## config.mk

```make
export PLATFORM = sky130hd
export DESIGN_NAME = prog_pulse_counter
export DESIGN_NICKNAME = d
export VERILOG_FILES = /design/src/rtl/counter_pkg.sv /design/src/rtl/prog_pulse_counter.sv
export SDC_FILE = /design/constraint.sdc
export NUM_CORES = 1
export LEC_CHECK = 0
export CORE_MARGIN = 4
export CORE_UTILIZATION = 51
export CTS_BUF_LIST = sky130_fd_sc_hd__clkbuf_2 sky130_fd_sc_hd__clkbuf_4 sky130_fd_sc_hd__clkbuf_8
export CTS_CLUSTER_DIAMETER = 50
export DETAILED_ROUTE_END_ITERATION = 10
export PLACE_DENSITY = 0.81
export SLEW_MARGIN = 20
export SYNTH_ARGS = -nofsm -noshare
export SYNTH_HDL_FRONTEND = slang
export SYNTH_SLANG_ARGS = --single-unit
```

## constraint.sdc

```tcl
create_clock -name clk -period 1.91 [get_ports clk]
set_input_delay 0.2865 -clock clk [delete_from_list [all_inputs] [get_ports clk]]
set_output_delay 0.2865 -clock clk [all_outputs]
set_load 0.1 [all_outputs]
```

## src/rtl/counter_pkg.sv

```systemverilog
// rtl/counter_pkg.sv - shared state and mode encodings for the programmable pulse counter
package counter_pkg;

    typedef enum logic [1:0] {
        ST_IDLE = 2'd0,
        ST_RUN  = 2'd1,
        ST_DONE = 2'd2
    } state_t;

    localparam logic MODE_PERIODIC = 1'b0;
    localparam logic MODE_ONESHOT  = 1'b1;

endpackage

```

## src/rtl/prog_pulse_counter.sv

```systemverilog
// rtl/prog_pulse_counter.sv - programmable periodic/one-shot tick generator with busy/done status
module prog_pulse_counter
    import counter_pkg::*;
#(
    parameter int               WIDTH    = 8,
    parameter logic [WIDTH-1:0] RESET_TC = WIDTH'(9)
) (
    input  logic             clk,
    input  logic             rst_n,
    input  logic             enable,
    input  logic             start,
    input  logic             clear,
    input  logic             mode,
    input  logic [WIDTH-1:0] terminal_count,
    output logic [WIDTH-1:0] count,
    output logic             count_pulse,
    output logic             busy,
    output logic             done
);

    state_t           r_state, w_state_nxt;
    logic [WIDTH-1:0] r_count, w_count_nxt;
    logic [WIDTH-1:0] r_tc_q, w_tc_nxt;
    logic             r_mode_q, w_mode_nxt;
    logic             r_pulse, w_pulse_nxt;
    logic             r_done, w_done_nxt;
    logic             w_hit;

    assign w_hit = (r_count == r_tc_q);

    always_ff @(posedge clk) begin
        if (!rst_n) begin
            r_state  <= ST_IDLE;
            r_count  <= '0;
            r_tc_q   <= RESET_TC;
            r_mode_q <= MODE_PERIODIC;
            r_pulse  <= 1'b0;
            r_done   <= 1'b0;
        end else begin
            r_state  <= w_state_nxt;
            r_count  <= w_count_nxt;
            r_tc_q   <= w_tc_nxt;
            r_mode_q <= w_mode_nxt;
            r_pulse  <= w_pulse_nxt;
            r_done   <= w_done_nxt;
        end
    end

    // clear beats start; start beats normal counting, so a start on the hit edge suppresses the pulse
    always_comb begin
        w_state_nxt = r_state;
        w_count_nxt = r_count;
        w_tc_nxt    = r_tc_q;
        w_mode_nxt  = r_mode_q;
        w_pulse_nxt = 1'b0;
        w_done_nxt  = r_done;
        if (clear) begin
            w_state_nxt = ST_IDLE;
            w_count_nxt = '0;
            w_done_nxt  = 1'b0;
        end else if (start) begin
            w_state_nxt = ST_RUN;
            w_count_nxt = '0;
            w_tc_nxt    = terminal_count;
            w_mode_nxt  = mode;
            w_done_nxt  = 1'b0;
        end else begin
            case (r_state)
                ST_RUN: begin
                    if (enable) begin
                        if (w_hit) begin
                            w_count_nxt = '0;
                            w_pulse_nxt = 1'b1;
                            if (r_mode_q == MODE_ONESHOT) begin
                                w_state_nxt = ST_DONE;
                                w_done_nxt  = 1'b1;
                            end else begin
                                // new terminal count applies from the next period only
                                w_tc_nxt = terminal_count;
                            end
                        end else begin
                            w_count_nxt = r_count + WIDTH'(1);
                        end
                    end
                end
                ST_DONE: begin
                    w_count_nxt = '0;
                    w_done_nxt  = 1'b1;
                end
                default: begin
                    w_state_nxt = ST_IDLE;
                    w_count_nxt = '0;
                end
            endcase
        end
    end

    assign count       = r_count;
    assign count_pulse = r_pulse;
    assign busy        = (r_state == ST_RUN);
    assign done        = r_done;

endmodule

```

==> results_dict.tcl <==
set metrics [dict create \
    start_util_pct 54.9 \
    setup_viol 0 \
    synth_top_cell_by_area "dfxtp_1" \
    postCtsSetupRepairBufs 0 \
    synth_flop_cell "dfxtp_1" \
    cell_internal_pwr_w 0.000615 \
    area.growth.synth_to_final_pct 30.1 \
    max_transition_viols_final 0 \
    drtAntennaViolNets 0 \
    min_path_type "reg -> reg" \
    antenna-diode-count 0 \
    outcome "finished clean" \
    synth.yosys.seq_area_share_pct 38.2 \
    post_synth_main_area_contributors "dfxtp_1 (38%), xnor2_1 (9.6%), a2bb2oi_1 (4.8%)" \
    cts_resized 0 \
    final_layout_size_suffix_gt1_share_pct 21.5 \
    dieWidth_um 54.4 \
    synthArstFlopShare_pct 0 \
    nets 174 \
    groute.layer.met1.usage_pct 21.7 \
    setup.worst_path.class "reg -> reg" \
    antenna_found_initial 0 \
    drc_errors 0 \
    maxSlewHeadroom_pct 73.0 \
    grt_pass1_wl_um 3850 \
    share_of_power_burned_in_registers_pct 55.5 \
    grt_pass1_vias 877 \
    cap_viol_max_count 0 \
    vias 1034 \
    clkSinkCount 21 \
    fp-row-count 16 \
    drt_pass1_iterations 4 \
    grt_max_degree 16 \
    worst_clock_skew_ns 0.0100 \
    synth_top_cell_area_share_pct 38.2 \
    drt-initial-drc-count 19 \
    synth_cell_types 26 \
    totalWireLength_um 2470 \
    grt.overflow.total 0 \
    power-per-cell-area_nw_per_um2 593 \
    ff2ff_path_depth 5 \
    worst_ir_drop_vdd_mv 0.367 \
    io_buffers 24 \
    synth_cells 129 \
    die_area_um2 2960 \
    mappedNetlistNets 144 \
    static-leakage-power_nw 0.549 \
    grt_setup_unrepaired "false" \
    synth_enable_flop_cells 0 \
    detail_route.vias_per_cell 5.59 \
    globalRoute.busiestLayer "met2" \
    ys_warn_count 0 \
    clk_pin_slew_ns 0.13 \
    boundaryPins 25 \
    global_route.usage.met3_pct 3.27 \
    htree_levels 1 \
    data_required_time_at_the_worst_endpoint_ns 2.16 \
    crit_path_start_kind "flip-flop" \
    fin_setup_tns_ns 0 \
    finalWorstSetupSlack_ns 0.255 \
    cts_root_buffer "clkbuf_4" \
    die_height_um 54.4 \
    netlist_area_before_placement_um2 1100 \
    track_usage_pct 18.2 \
    numCtsBuffers 3 \
    min_path_cells 2 \
    crit_fanout 13 \
    synth_seq_cells 21 \
    power.combinational.fraction_pct 17.9 \
    synth.avg_cell_area_um2 8.53 \
    power_switching_w 0.000234 \
    period_minus_slack_ns 1.65 \
    sw_frac_of_total_pct 27.6 \
    cts_hold_buffers 0 \
    post-dp-hpwl_um 1870 \
    fp.coreArea_um2 2000 \
    tightestPinTransition_ns 0.405 \
    use_met2_pct 31.3 \
    p_clk_share_pct 26.6 \
    dpl_worst_slack_ns 0.128 \
    hold_violations 0 \
    clock.fmax_ghz 0.604 \
    clock_path_buffers 2 \
    clock_insertion_delay_at_the_later_pin_of_the_skew_report_ns 0.31 \
    avgRoutedWirePerCell_um 13.3 \
    cts_tree "yes" \
    layout_worst_path_cycle_share_pct 86.6 \
    place.gp.congestion 0.752 \
    cp.arrival_ns 1.91 \
    critPathCaptureType "flip-flop" \
]
==> cell usage after synthesis, types with 2 or more instances <==
master and count:
nand2_1 12, xnor2_1 12, nand4_1 4, o211ai_1 3, and3_1 6, nor2b_1 5
o311ai_0 2, inv_1 3, clkbuf_1 4, o21ai_0 9, or4_1 6, nand2b_1 2
nand3_1 7, buf_2 3, a2bb2oi_1 6, mux2i_1 2, dfxtp_1 21, nor2_1 12
xor2_1 3
==> worst paths after layout <==
path | from | slack [ns] | endpoint
worst max-delay path | count[2]$_SDFFE_PP0P_ | 0.26 | r_tc_q[6]$_SDFFE_PN0P_
worst min-delay path | done$_SDFFE_PP0P_ | 0.53 | done$_SDFFE_PP0P_
worst max register to register | count[2]$_SDFFE_PP0P_ | 0.26 | r_tc_q[6]$_SDFFE_PN0P_
worst min register to register | done$_SDFFE_PP0P_ | 0.53 | done$_SDFFE_PP0P_
==> area by class of cell <==
cell class | instances | area (µm²)
flip-flops and latches | 21 | 435
well taps | 27 | 33.8
clock inverters | 1 | 5.00
inverters | 3 | 11.3
clock buffers | 3 | 22.5
fillers | 173 | 571
repair buffers | 32 | 285
multi-input cells | 98 | 638
==> cell families after synthesis <==
family,Yosys count,synth area share (%)
compound gates,23,15.8
xor+xnor,15,11.9
fa+ha+maj,1,1.14
buf+inv,10,3.75
flops,21,38.2
mux,2,1.82
simple gates,57,27.3
==> state kept, by name, indices dropped and copies added, names as in the netlist <==
name         flops
count            8
count_pulse      1
done             1
r_mode_q         1
r_state          2
r_tc_q           8
==> worst max-delay path, stage by stage, from the launching register on <==
cell     delay (ns)
dfxtp_2        0.38
xnor2_1        0.19
nand4_2        0.19
buf_4          0.22
or4_1          0.52
nand3_1        0.09
==> power by group through the flow <==
stage | logic [W] | clock network (W) | registers, W
2_1_floorplan | 0.0000947 | 0 | 0.000477
3_3_place_gp | 0.000147 | 0 | 0.000480
3_5_place_dp | 0.000152 | 0 | 0.000481
4_1_cts | 0.000152 | 0.000230 | 0.000471
5_1_grt | 0.000165 | 0.000250 | 0.000474
6_report | 0.000152 | 0.000226 | 0.000472
==> stage by stage <==
stage	util [%]	hold WS, ns	instance area (µm²)	std cells	total power, W
2_1_floorplan	-	0.453	1120	129	0.000572
3_3_place_gp	70.1	0.481	1400	181	0.000627
3_5_place_dp	70.1	0.494	1400	181	0.000633
4_1_cts	71.5	0.526	1430	185	0.000853
5_1_grt	71.5	0.543	1430	185	0.000889
6_report	71.5	0.525	1430	185	0.000849
==> cells in the final DEF (no fill, tap or decap), drive strengths merged <==
cell	n
a2bb2oi	6
dfxtp	21
inv	3
nor2	12
nand3	7
clkdlybuf4s50	13
nand2b	2
and3	6
xnor2	12
mux2i	2
nor2b	5
clkbuf	3
o31a	1
ha	1
nand4	5
xor2	3
buf	19
o21ai	9
or4	6
o221a	1
clkinv	1
or3	1
nand2	12
o311ai	3
nor3	1
o211ai	3
==> routing by layer <==
| metal | vias to the layer above | wire length [µm] |
|---|---|---|
| li1 | 522 | - |
| met1 | 489 | 1150 |
| met2 | 19 | 1170 |
| met3 | 4 | 108 |
| met4 | 0 | 40 |
| met5 | - | 0 |
Power figures use the tool's default switching activity.
